$ cat src/rtl/pwm_channel_bank.sv
// pwm_channel_bank: NUM_CH independent PWM channels with run-time programmable
// period/duty, double-buffered so every emitted period is complete.
// Optional feature macro: PWM_PHASE_EN adds a per-channel start phase
// (cfg_phase) that is loaded into the counter on enable rising and on sync.
module pwm_channel_bank #(
    parameter int  NUM_CH         = 4,
    parameter int  CNT_W          = 16,
    parameter int  DEFAULT_PERIOD = 48000,
    parameter int  DEFAULT_DUTY   = 24000,
    localparam int CH_W           = (NUM_CH > 1) ? $clog2(NUM_CH) : 1
) (
    input  logic              clk,
    input  logic              rst_n,
    input  logic [NUM_CH-1:0] ch_en,
    input  logic              sync,
    input  logic              cfg_valid,
    output logic              cfg_ready,
    input  logic [CH_W-1:0]   cfg_ch,
    input  logic [CNT_W-1:0]  cfg_period,
    input  logic [CNT_W-1:0]  cfg_duty,
`ifdef PWM_PHASE_EN
    input  logic [CNT_W-1:0]  cfg_phase,
`endif
    output logic [NUM_CH-1:0] pwm_out,
    output logic [NUM_CH-1:0] period_start
);

    typedef logic [CNT_W-1:0] cnt_t;

    localparam cnt_t DEF_PER  = cnt_t'(DEFAULT_PERIOD);
    localparam cnt_t DEF_DUTY = cnt_t'(DEFAULT_DUTY);

    // Periods shorter than two cycles are stretched to two.
    function automatic cnt_t eff_period(input cnt_t p);
        return (p < cnt_t'(2)) ? cnt_t'(2) : p;
    endfunction

    cnt_t [NUM_CH-1:0] act_per_q,  act_per_d;
    cnt_t [NUM_CH-1:0] act_duty_q, act_duty_d;
    cnt_t [NUM_CH-1:0] pend_per_q,  pend_per_d;
    cnt_t [NUM_CH-1:0] pend_duty_q, pend_duty_d;
    cnt_t [NUM_CH-1:0] cnt_q, cnt_d;
`ifdef PWM_PHASE_EN
    cnt_t [NUM_CH-1:0] act_ph_q,  act_ph_d;
    cnt_t [NUM_CH-1:0] pend_ph_q, pend_ph_d;
`endif
    logic [NUM_CH-1:0] pend_vld_q, pend_vld_d;
    logic [NUM_CH-1:0] run_q, run_d;
    logic [NUM_CH-1:0] pwm_q, pwm_d;
    logic [NUM_CH-1:0] start_q, start_d;
    logic [NUM_CH-1:0] hit, wrap, copy;

    // A channel holding an unapplied update refuses further writes;
    // out-of-range channel numbers are always accepted (and dropped).
    always_comb begin
        cfg_ready = 1'b1;
        for (int i = 0; i < NUM_CH; i++) begin
            if (cfg_ch == CH_W'(i)) cfg_ready = !pend_vld_q[i];
        end
    end

    // Per-channel shadow update, counter advance and output decode.
    always_comb begin
        // NOTE: every target gets a default before the loop so no path leaves
        // a variable unassigned, which would otherwise infer a latch.
        act_per_d   = act_per_q;
        act_duty_d  = act_duty_q;
        pend_per_d  = pend_per_q;
        pend_duty_d = pend_duty_q;
        pend_vld_d  = pend_vld_q;
        cnt_d       = cnt_q;
        run_d       = ch_en;
        pwm_d       = '0;
        start_d     = '0;
        hit         = '0;
        wrap        = '0;
        copy        = '0;
`ifdef PWM_PHASE_EN
        act_ph_d    = act_ph_q;
        pend_ph_d   = pend_ph_q;
`endif
        for (int i = 0; i < NUM_CH; i++) begin
            hit[i]  = cfg_valid && cfg_ready && (cfg_ch == CH_W'(i));
            wrap[i] = run_q[i] && (cnt_q[i] == eff_period(act_per_q[i]) - cnt_t'(1));
            copy[i] = pend_vld_q[i] && (!ch_en[i] || sync || wrap[i]);

            // Copy uses the old pending value; a same-cycle write refills it.
            if (copy[i]) begin
                act_per_d[i]  = pend_per_q[i];
                act_duty_d[i] = pend_duty_q[i];
`ifdef PWM_PHASE_EN
                act_ph_d[i]   = pend_ph_q[i];
`endif
            end
            if (hit[i]) begin
                pend_per_d[i]  = cfg_period;
                pend_duty_d[i] = cfg_duty;
`ifdef PWM_PHASE_EN
                pend_ph_d[i]   = cfg_phase;
`endif
            end
            pend_vld_d[i] = hit[i] || (pend_vld_q[i] && !copy[i]);

            // Restart (enable rising or sync) starts a new period with the
            // values that will be active for it.
            if (!ch_en[i]) begin
                cnt_d[i] = '0;
            end else if (!run_q[i] || sync) begin
`ifdef PWM_PHASE_EN
                cnt_d[i] = (act_ph_d[i] < eff_period(act_per_d[i])) ? act_ph_d[i] : cnt_t'(0);
`else
                cnt_d[i] = '0;
`endif
            end else if (wrap[i]) begin
                cnt_d[i] = '0;
            end else begin
                cnt_d[i] = cnt_q[i] + cnt_t'(1);
            end

            // D=0 never matches; D>=P always matches since cnt <= P-1.
            pwm_d[i]   = ch_en[i] && run_q[i] && (cnt_q[i] < act_duty_q[i]);
            start_d[i] = ch_en[i] && run_q[i] && (cnt_q[i] == cnt_t'(0));
        end
    end

    // State register; configuration shadows return to the power-on defaults.
    always_ff @(posedge clk or negedge rst_n) begin
        // NOTE: the config registers are few and must hold defined defaults,
        // so they share the async reset with the control state.
        if (!rst_n) begin
            act_per_q   <= {NUM_CH{DEF_PER}};
            act_duty_q  <= {NUM_CH{DEF_DUTY}};
            pend_per_q  <= {NUM_CH{DEF_PER}};
            pend_duty_q <= {NUM_CH{DEF_DUTY}};
            cnt_q       <= '0;
            pend_vld_q  <= '0;
            run_q       <= '0;
            pwm_q       <= '0;
            start_q     <= '0;
`ifdef PWM_PHASE_EN
            act_ph_q    <= '0;
            pend_ph_q   <= '0;
`endif
        end else begin
            // NOTE: non-blocking so every register samples pre-edge values.
            act_per_q   <= act_per_d;
            act_duty_q  <= act_duty_d;
            pend_per_q  <= pend_per_d;
            pend_duty_q <= pend_duty_d;
            cnt_q       <= cnt_d;
            pend_vld_q  <= pend_vld_d;
            run_q       <= run_d;
            pwm_q       <= pwm_d;
            start_q     <= start_d;
`ifdef PWM_PHASE_EN
            act_ph_q    <= act_ph_d;
            pend_ph_q   <= pend_ph_d;
`endif
        end
    end

    assign pwm_out      = pwm_q;
    assign period_start = start_q;

endmodule

$ cat config.mk
export PLATFORM = sky130hd
export DESIGN_NAME = pwm_channel_bank
export DESIGN_NICKNAME = d
export VERILOG_FILES = /design/src/rtl/pwm_channel_bank.sv
export SDC_FILE = /design/constraint.sdc
export NUM_CORES = 1
export LEC_CHECK = 0
export CAP_MARGIN = 20
export CELL_PAD_IN_SITES_DETAIL_PLACEMENT = 1
export CELL_PAD_IN_SITES_GLOBAL_PLACEMENT = 2
export CORE_UTILIZATION = 46
export CTS_CLUSTER_SIZE = 16
export DETAILED_ROUTE_END_ITERATION = 7
export PLACE_DENSITY = 0.89
export SLEW_MARGIN = 20
export SYNTH_ARGS = -nofsm -noshare
export SYNTH_HDL_FRONTEND = slang
export SYNTH_SLANG_ARGS = --single-unit
export TNS_END_PERCENT = 20
$ cat constraint.sdc
create_clock -name clk -period 8.1 [get_ports clk]
set_clock_uncertainty 0.2 [all_clocks]
set_input_delay 1.62 -clock clk [delete_from_list [all_inputs] [get_ports clk]]
set_output_delay 1.62 -clock clk [all_outputs]
set_load 0.005 [all_outputs]
After elaboration in Yosys (flattened, before gate mapping). Cells that the tools add are included.

Mux-type cells: 20. Order comparisons: 8. Div/mod/pow operators: 0. Multiply operators: 0. Reductions and logical operators: 66. Equal/unequal tests: 7. Add/sub/neg operators: 8. Bitwise gates (word level): 0. Shifts and indexed selects: 0.

Operator list (count): $mux W16 (16); $add A16 B1 Y16 const B (4); $eq A16 B16 Y1 (4); $logic_not A16 Y1 (4); $lt A16 B16 Y1 (4); $lt A16 B2 Y1 const B (4); $sub A16 B1 Y16 const B (4); $logic_and A1 B1 Y1 (29); $logic_not A1 Y1 (16); $logic_or A1 B1 Y1 (16); $eq A2 B2 Y1 const B (2); $mux W1 (4); $eq A2 B1 Y1 const B (1); $logic_not A2 Y1 (1).

Word-level logic and storage cells: 133. Memories: 0. Bits in latches: 0. Output and inout port bits: 9. Flip-flop bits (word level): 336. RAM bits: 0. Bits in read-only memories: 0.

Logic depth before layout (Yosys ltp). Gate-level depths: netlist (run 1).

Depth after elaboration: 10. Depth in mapped cells: 15. Depth with buffers taken out: 13.

Worst setup path before layout (run 1). Ideal clock, no wire load.

Path kind: register to register. Start: reg act_per_q[38] in the netlist's numbering. End: reg act_duty_q[32] in the netlist's numbering. Path buffers: 3. Clock period less this slack: 4610 ps. Setup slack: 3490 ps. Cell stages (with the launch flop): 16. Data arrival time: 4285 ps. Setup time: 125 ps. Cells stage by stage: dfrtp_1 -> or4_1 -> buf_2 -> or3_4 -> o21ai_0 -> ha_1 -> or4b_1 -> buf_2 -> or4_1 -> a211oi_1 -> a211oi_1 -> nor4_1 -> a41oi_1 -> a21bo_2 -> buf_6 -> mux2_4.

Cells in the longest elaborated chain, start to end: 7.

RTL lines: from (decl) (RTL line 38) `cnt_t [NUM_CH-1:0] act_per_q, act_per_d;`; from (signal assigned) (RTL line 131) `act_per_q <= {NUM_CH{DEF_PER}};`; from (signal assigned) (RTL line 146) `act_per_q <= act_per_d;`; $lt A16 B2 Y1 (RTL line 35) `return (p < cnt_t'(2)) ? cnt_t'(2) : p;`; $mux W16 * (RTL line 35); $sub A16 B1 Y16 * (RTL line 84) `wrap[i] = run_q[i] && (cnt_q[i] == eff_period(act_per_q[i]) - cnt_t'(1));`; $eq A16 B16 Y1 * (RTL line 84); $logic_and A1 B1 Y1 * (RTL line 84); $logic_or A1 B1 Y1 * (RTL line 85) `copy[i] = pend_vld_q[i] && (!ch_en[i] || sync || wrap[i]);`; $logic_and A1 B1 Y1 * (RTL line 85); to (signal assigned) (RTL line 132) `act_duty_q <= {NUM_CH{DEF_DUTY}};`; to (signal assigned) (RTL line 147) `act_duty_q <= act_duty_d;`; to (decl) (RTL line 39) `cnt_t [NUM_CH-1:0] act_duty_q, act_duty_d;`.

Mark *: on every way between the ends. The rest lies on a longest branch, timed or not. A chain may end at the register's enable or synchronous reset.

Worst setup path after layout (run 1).
Start: reg act_per_q[62] in the netlist's numbering. End: reg act_per_q[54] in the netlist's numbering.

Cells in the longest elaborated chain, start to end: 7.

RTL lines (RTL line): $lt A16 B2 Y1 (35); $mux W16 * (35); $sub A16 B1 Y16 * (84); $eq A16 B16 Y1 * (84); $logic_and A1 B1 Y1 * (84); $logic_or A1 B1 Y1 * (85); $logic_and A1 B1 Y1 * (85).

Marked as above.

==> results.yml, run 1 <==
place:
  placement.io_buffers: 50
  hpwl_mm: 33.3
  finalWeightedCongestion: 0.890
  place_inst: 2070
grt:
  grt_overflow: 0
  grt_max_degree: 172
  grt_usage_pct: 26.5
  grt_pass1_vias: 13600
  grt_pass1_wl_mm: 79.9
  antenna_found_initial: 3
layout:
  regArea_mm2: 0.00855
  drive_above_1_share_pct: 24.6
  final_core_util_pct: 53.0
  fin_cells: 2143
  multi_input_area_mm2: 0.00886
  nFillCells: 4047
  final_nets: 1708
  areaGrowthSynthToFinish_pct: 13.7
critical_path:
  cp-start-kind: "flop"
  worstPathMaxFanout: 19
  reg2reg_slack_ns: 2.88
  critPathKind: "reg -> reg"
  regToRegEndpoint: "act_per_q[54]$_DFFE_PN0P_"
  reg2reg_depth: 14
  r2r_start: "act_per_q[62]$_DFFE_PN0P_"
  cp-end-kind: "flop"
  worstPathRequired_ns: 8.33
  cp.arrival_ns: 5.45
cts:
  worst_skew_pair.late_latency_ns: 0.57
  clk_pin_slew_ns: 0.07
  cts_resized: 0
  clock_path_buffers: 3
  cts_tree: "yes"
  cts_root_buffer: "clkbuf_16"
  cts-buffers-inserted: 38
  cts-hold-fix-buffers: 0
  cts_sinks: 336
  htreeDepth: 2
  post-cts-setup-buffers: 0
synth:
  synth_warnings: 0
  synthDistinctLibCells: 75
  syn_inst: 1569
  ys_async_sr_fraction_pct: 100
  ys_seq_area_share_pct: 47.5
  syn_avg_cell_area_um2: 11.5
  synth_area_mm2: 0.0180
  synth.net_count: 1683
  ys_seq_elements: 336
  synth_edf_count: 0
  synth_top_flop_cell: "dfrtp_1"
die:
  io_pins: 51
  die_w_um: 200
  start_util_pct: 46.6
  core_mm2: 0.0386
  die_h_um: 200
  rows: 72
  die_area_mm2: 0.0399
power_and_ir_drop:
  leakage_nw: 8.87
  p_per_area_mw_per_mm2: 291
  peakVddDrop_mv: 0.218
  finalPower_w: 0.00594
hold_path:
  whs_path_depth: 1
  min-delay-start: "pend_duty_q[63]$_DFFE_PN0P_"
  hold_class: "reg -> reg"
  holdPathEnd: "act_duty_q[63]$_DFFE_PN0P_"
routing:
  drc: 0
  viasPerCell: 5.84
  drtPass1Iterations: 4
  post_drt_wl_per_cell_um: 23.4
  routed_wl_mm: 50.1
  drtIter0Drc: 634
  antenna_left: 0
  via_count: 12500
sta:
  drv_slew: 0
  max_freq_ghz: 0.191
  worst_pin_slew_ns: 1.14
  fin_tns_setup_ns: 0
  final_hold_viol_count: 0
  slew_headroom_pct: 23.5
  rsz0062_at_grt: "false"
  fin_crit_ns: 5.22
  setup_viol_count_final: 0
  fin_crit_sh_pct: 64.5
status:
  status: "finished clean"
job:
  cap_violations: 0
## worst max-delay path: stages, from the launching register on
cell and delay, ns:
dfrtp_1 0.41, or4_1 0.64, nor3b_1 0.49, and2_1 0.24
nand2b_1 0.12, ha_1 0.20, nor2b_1 0.32, a31oi_1 0.13
a2111oi_0 0.39, nand4b_1 0.14, nor4_1 0.32, a41oi_1 0.30
a21boi_4 0.59, buf_16 0.23, mux2_1 0.37
## cell usage in the layout, fill, tap and decap left out, types with 7 or more instances in the layout
cell / synthesis / final
a21bo_1: 30 / 30
a21o_1: 20 / 20
a21oi_1: 65 / 65
a22o_1: 32 / 32
a31oi_1: 8 / 8
and3_1: 23 / 23
buf_4: 0 / 10
bufinv_16: 0 / 9
clkbuf_16: 0 / 39
clkdlybuf4s50_1: 0 / 49
dfrtp_1: 224 / 224
dfstp_2: 112 / 112
ha_1: 72 / 72
inv_1: 80 / 80
mux2_1: 39 / 39
mux2_2: 128 / 128
mux2_4: 57 / 57
nand2_1: 39 / 39
nand2b_1: 15 / 15
nand3_1: 51 / 51
nand3b_1: 8 / 8
nand4_1: 17 / 17
nand4b_1: 7 / 7
nor2_1: 101 / 101
nor2b_1: 16 / 16
nor3_1: 33 / 32
nor4_1: 42 / 42
nor4b_1: 9 / 8
o211ai_1: 10 / 10
o21ai_0: 20 / 20
or3_1: 16 / 16
or4_1: 12 / 12
xnor2_1: 59 / 59
xor2_1: 59 / 59
## flip-flops by register name (all words and copies together), names as in the netlist
name          count
pend_vld_q        4
pend_duty_q      64
period_start      4
pend_per_q       64
act_per_q        64
pwm_out           4
run_q             4
cnt_q            64
act_duty_q       64
## worst max path at each step
stage,startpoint,to
detailed placement,act_per_q[38]$_DFFE_PN0P_,act_duty_q[47]$_DFFE_PN0P_
global placement,act_per_q[38]$_DFFE_PN0P_,act_duty_q[47]$_DFFE_PN0P_
global route,act_per_q[62]$_DFFE_PN0P_,act_per_q[54]$_DFFE_PN0P_
CTS,act_per_q[62]$_DFFE_PN0P_,act_per_q[54]$_DFFE_PN0P_
floorplan,act_per_q[38]$_DFFE_PN0P_,act_duty_q[32]$_DFFE_PN0P_
finish,act_per_q[62]$_DFFE_PN0P_,act_per_q[54]$_DFFE_PN0P_
## kinds of logic after synthesis
logic type / count (synthesis) / share of synthesized area (%)
AND/OR/NAND/NOR: 418 / 12.8
flip-flops: 336 / 47.5
AO/OA/AOI/OAI: 237 / 9.64
multiplexers: 230 / 15.6
buffers and inverters: 158 / 3.60
XOR/XNOR: 118 / 5.75
adder cells (fa/ha/maj): 72 / 5.01
## area by class of cell
| class | count | share of cell area, % |
|---|---|---|
| repair buffers | 63 | 3.20 |
| multi-input cells | 1075 | 43.4 |
| clock inverters | 21 | 1.79 |
| well taps | 518 | 3.17 |
| flip-flops and latches | 336 | 41.8 |
| inverters | 80 | 1.47 |
| clock buffers | 49 | 5.15 |
| diodes | 1 | 0.0122 |
## stage by stage
step                      hold WS, ns  cell area [µm²]  setup slack (ns)
final                           0.274            20400              2.88
after global routing            0.299            20400              2.47
after CTS                       0.273            20400              2.65
after detailed placement        0.274            19000              2.68
after global placement          0.264            19000              2.85
after floorplan                 0.254            18000              3.49
## synthesized netlist by cell type, types with 4 or more instances
| library cell | count | area share [%] |
|---|---|---|
| nand3b_1 | 8 | 0.33 |
| dfrtp_1 | 224 | 31 |
| nor2_1 | 101 | 2.1 |
| mux2_4 | 57 | 4.8 |
| nor3_1 | 33 | 0.92 |
| nor4_1 | 42 | 1.5 |
| and3_1 | 23 | 0.80 |
| buf_2 | 8 | 0.22 |
| dfstp_2 | 112 | 16 |
| nand3_1 | 51 | 1.4 |
| o21ai_0 | 20 | 0.56 |
| or3_1 | 16 | 0.56 |
| o2111ai_1 | 4 | 0.19 |
| nand4b_1 | 7 | 0.34 |
| o211ai_1 | 10 | 0.42 |
| xnor2_1 | 59 | 2.9 |
| nor4b_1 | 9 | 0.44 |
| buf_6 | 6 | 0.38 |
| mux2i_1 | 5 | 0.28 |
| nor3b_1 | 4 | 0.17 |
| a22o_1 | 32 | 1.6 |
| nand4_1 | 17 | 0.59 |
| or4_1 | 12 | 0.50 |
| a21oi_1 | 65 | 1.8 |
| nor2b_1 | 16 | 0.56 |
| a21bo_1 | 30 | 1.7 |
| nand2_1 | 39 | 0.81 |
| o31ai_1 | 6 | 0.25 |
| ha_1 | 72 | 5.0 |
| a31oi_1 | 8 | 0.28 |
| a21o_1 | 20 | 0.84 |
| mux2_1 | 39 | 2.4 |
| inv_1 | 80 | 1.7 |
| mux2_2 | 128 | 8.0 |
| nand2b_1 | 15 | 0.52 |
| clkbuf_1 | 63 | 1.3 |
| xor2_1 | 59 | 2.9 |
| o21ai_1 | 6 | 0.17 |
## routing by layer
layer	wire length (µm)	share of wire [%]	vias up	GRT usage [%]
li1	-	-	5687	-
met4	1970	3.9	4	12.2
met5	22	0.044	-	0
met2	23700	47	240	42.1
met3	2190	4.4	88	4.42
met1	22300	44	6506	35.3
## where the power goes
part | switching (W) | internal, W | leakage, nW
sequential | 0.000432 | 0.00220 | 3.97
clock | 0.000748 | 0.00122 | 0.687
combinational | 0.000610 | 0.000735 | 4.21
total | 0.00179 | 0.00415 | 8.87
Power figures use the tool's default switching activity.
==> run 2: changes to the inputs <==
--- a/config.mk
+++ b/config.mk
@@ -8,10 +8,10 @@
 export CAP_MARGIN = 20
 export CELL_PAD_IN_SITES_DETAIL_PLACEMENT = 1
 export CELL_PAD_IN_SITES_GLOBAL_PLACEMENT = 2
-export CORE_UTILIZATION = 46
+export CORE_UTILIZATION = 43
 export CTS_CLUSTER_SIZE = 16
 export DETAILED_ROUTE_END_ITERATION = 7
-export PLACE_DENSITY = 0.89
+export PLACE_DENSITY = 0.85
 export SLEW_MARGIN = 20
 export SYNTH_ARGS = -nofsm -noshare
 export SYNTH_HDL_FRONTEND = slang
==> constraint.sdc (replaced) <==
create_clock -name clk -period 4.9 [get_ports clk]
set_clock_uncertainty 0.2 [all_clocks]
set_input_delay 0.98 -clock clk [delete_from_list [all_inputs] [get_ports clk]]
set_output_delay 0.98 -clock clk [all_outputs]
set_load 0.005 [all_outputs]
==> run 2 against run 1 <==
The flow now finishes with violations (DRC). Worst hold slack got worse by 0.013 ns. Routed wire length fell by 1.0%. First-iteration DRC count fell by 19%. Non-clock buffer count increased by 12. Global-route usage down 1.9 points. Die area is 6.9% higher. Critical path depth is the same. Critical endpoint is now act_duty_q[47]$_DFFE_PN0P_. Largest power group unchanged.
==> results.yml, run 2 (synthesis gave the netlist of run 1 again) <==
die:
  start_util_pct: 43.8
  die_h_um: 206
  die_w_um: 206
  io_pins: 51
  core_mm2: 0.0410
  rows: 74
  die_area_mm2: 0.0426
critical_path:
  regToRegEndpoint: "act_duty_q[47]$_DFFE_PN0P_"
  worstPathMaxFanout: 29
  cp-start-kind: "flop"
  r2r_start: "act_per_q[40]$_DFFE_PN1P_"
  worstPathRequired_ns: 5.13
  cp-end-kind: "flop"
  critical-path-max-stage-delay_ns: 0.59
  crit_chain: "or4_1 -> or3_4 -> o21ai_0 -> ha_1 -> or4b_1 -> buf_4 -> or3_1 -> a21oi_1 -> a311oi_1 -> a41o_1 -> a41oi_2 -> a21bo_4 -> buf_12 -> mux2_1"
  critPathKind: "reg -> reg"
  cp_slowest_cell: "or4_1"
  reg2reg_slack_ns: 0.24
  cp.arrival_ns: 4.89
  reg2reg_depth: 14
power_and_ir_drop:
  p_int_w: 0.00649
  switching_share_pct: 30.7
  leakage_nw: 8.83
  peakVddDrop_mv: 0.255
  combPwrFrac_pct: 24.1
  p_sw_w: 0.00288
  clkPwrFrac_pct: 29.7
  pwr-share-seq_pct: 46.2
  p_per_area_mw_per_mm2: 460
layout:
  final_core_util_pct: 49.6
  final_cell_mix: "dfrtp_1, mux2_2, dfstp_2"
  areaGrowthSynthToFinish_pct: 13.2
  nFillCells: 4283
  multi_input_area_mm2: 0.00887
  stdcell_area_mm2: 0.0204
  diodes: 0
  regArea_mm2: 0.00855
  final_common_cell: "dfrtp_1"
  fin_cells: 2167
  drive_above_1_share_pct: 24.9
  final_nets: 1720
status:
  status: "finished with violations"
  failed_checks: "DRC"
place:
  place_inst: 2098
  placement.io_buffers: 50
  finalWeightedCongestion: 0.876
  hpwl_mm: 33.8
  dpl-instance-area_mm2: 0.0191
  pre_cts_ws_ns: 0.0707
cts:
  clk_pin_slew_ns: 0.06
  cts-hold-fix-buffers: 0
  cts_sinks: 336
  htreeDepth: 2
  cts-buffers-inserted: 38
  cts_root_buffer: "clkbuf_16"
  worst_skew_pair.late_latency_ns: 0.57
  clock_path_buffers: 3
  cts_tree: "yes"
sta:
  max_freq_ghz: 0.214
  fin_crit_ns: 4.66
  fin_tns_setup_ns: 0
  layout_setup_ws_ns: 0.237
  slew_headroom_pct: 36.9
  fin_crit_sh_pct: 95.2
  worst_pin_slew_ns: 0.943
  rsz0062_at_grt: "false"
  setup_viol_count_final: 0
  final_hold_viol_count: 0
  drv_slew: 0
grt:
  grt_pass1_wl_mm: 79.6
  grt_max_degree: 99
  grt_pass1_vias: 13600
  antenna_found_initial: 3
  grt_usage_pct: 24.6
  grt_overflow: 0
routing:
  antenna_left: 0
  via_count: 12500
  post_drt_wl_per_cell_um: 22.9
  viasPerCell: 5.75
  routed_wl_mm: 49.6
  drc: 1
  drtPass1Iterations: 6
  drtIter0Drc: 511
job:
  cap_violations: 0
hold_path:
  hold_class: "in -> async"
## run 2: cell types whose count changed in the layout (fill, tap and decap cells not counted), sizes merged
cell / previous run / this run
diode: 1 / 0
clkbuf: 50 / 58
buf: 13 / 26
inv: 84 / 81
bufinv: 9 / 1
clkinv: 5 / 6
## run 2: worst max path at each step
stage,start,to,slack [ns]
after detailed placement,act_per_q[40]$_DFFE_PN1P_,act_duty_q[47]$_DFFE_PN0P_,0.07
after global routing,act_per_q[40]$_DFFE_PN1P_,act_duty_q[47]$_DFFE_PN0P_,0.02
after global placement,act_per_q[40]$_DFFE_PN1P_,act_duty_q[47]$_DFFE_PN0P_,0.17
after CTS,act_per_q[40]$_DFFE_PN1P_,act_duty_q[47]$_DFFE_PN0P_,0.06
after floorplan,act_per_q[38]$_DFFE_PN0P_,act_duty_q[32]$_DFFE_PN0P_,0.29
final,act_per_q[40]$_DFFE_PN1P_,act_duty_q[47]$_DFFE_PN0P_,0.24
## run 2: layout make-up
class | instances | share of cell area [%]
multi-input combinational | 1075 | 43.6
sequential | 336 | 42.0
clock inverter | 11 | 0.449
timing repair buffer | 75 | 3.77
inverter | 80 | 1.48
clock buffer | 58 | 5.44
tap | 532 | 3.27
## run 2: timing repair
| item | CTS | global route |
|---|---|---|
| setup endpoints to repair | 0 | 39 |
| gates resized for setup | 0 | 5 |
| buffers inserted | 0 | 0 |
## run 2: layer usage
metal  vias to the layer above  track usage, %  part of all wire, %
met1                      6508            32.7                   45
met4                         2            8.43                  2.9
met5                         -               0                0.024
met3                        72            3.36                  3.2
met2                       180            40.9                   49
li1                       5699               -                    -
## run 2: power by group through the flow
stage	registers (W)	logic (W)	clock network, W
after CTS	0.00432	0.00227	0.00285
after global placement	0.00430	0.00212	0
final	0.00433	0.00226	0.00279
after floorplan	0.00404	0.00179	0
after global routing	0.00444	0.00250	0.00295
after detailed placement	0.00435	0.00224	0
## run 2: worst max-delay path: cells and delay by family (launching register included)
kind | cells | cell delay [ns]
AO/OA/AOI/OAI | 6 | 1.13
adder cells (fa/ha/maj) | 1 | 0.21
buffers and inverters | 2 | 0.42
flip-flops | 1 | 0.38
multiplexers | 1 | 0.35
AND/OR/NAND/NOR | 4 | 1.82
## run 2: metrics by stage
step | hold WS [ns] | total power (W)
detailed placement | 0.274 | 0.00659
CTS | 0.287 | 0.00945
global placement | 0.266 | 0.00642
floorplan | 0.254 | 0.00583
global route | 0.305 | 0.00990
finish | 0.261 | 0.00937
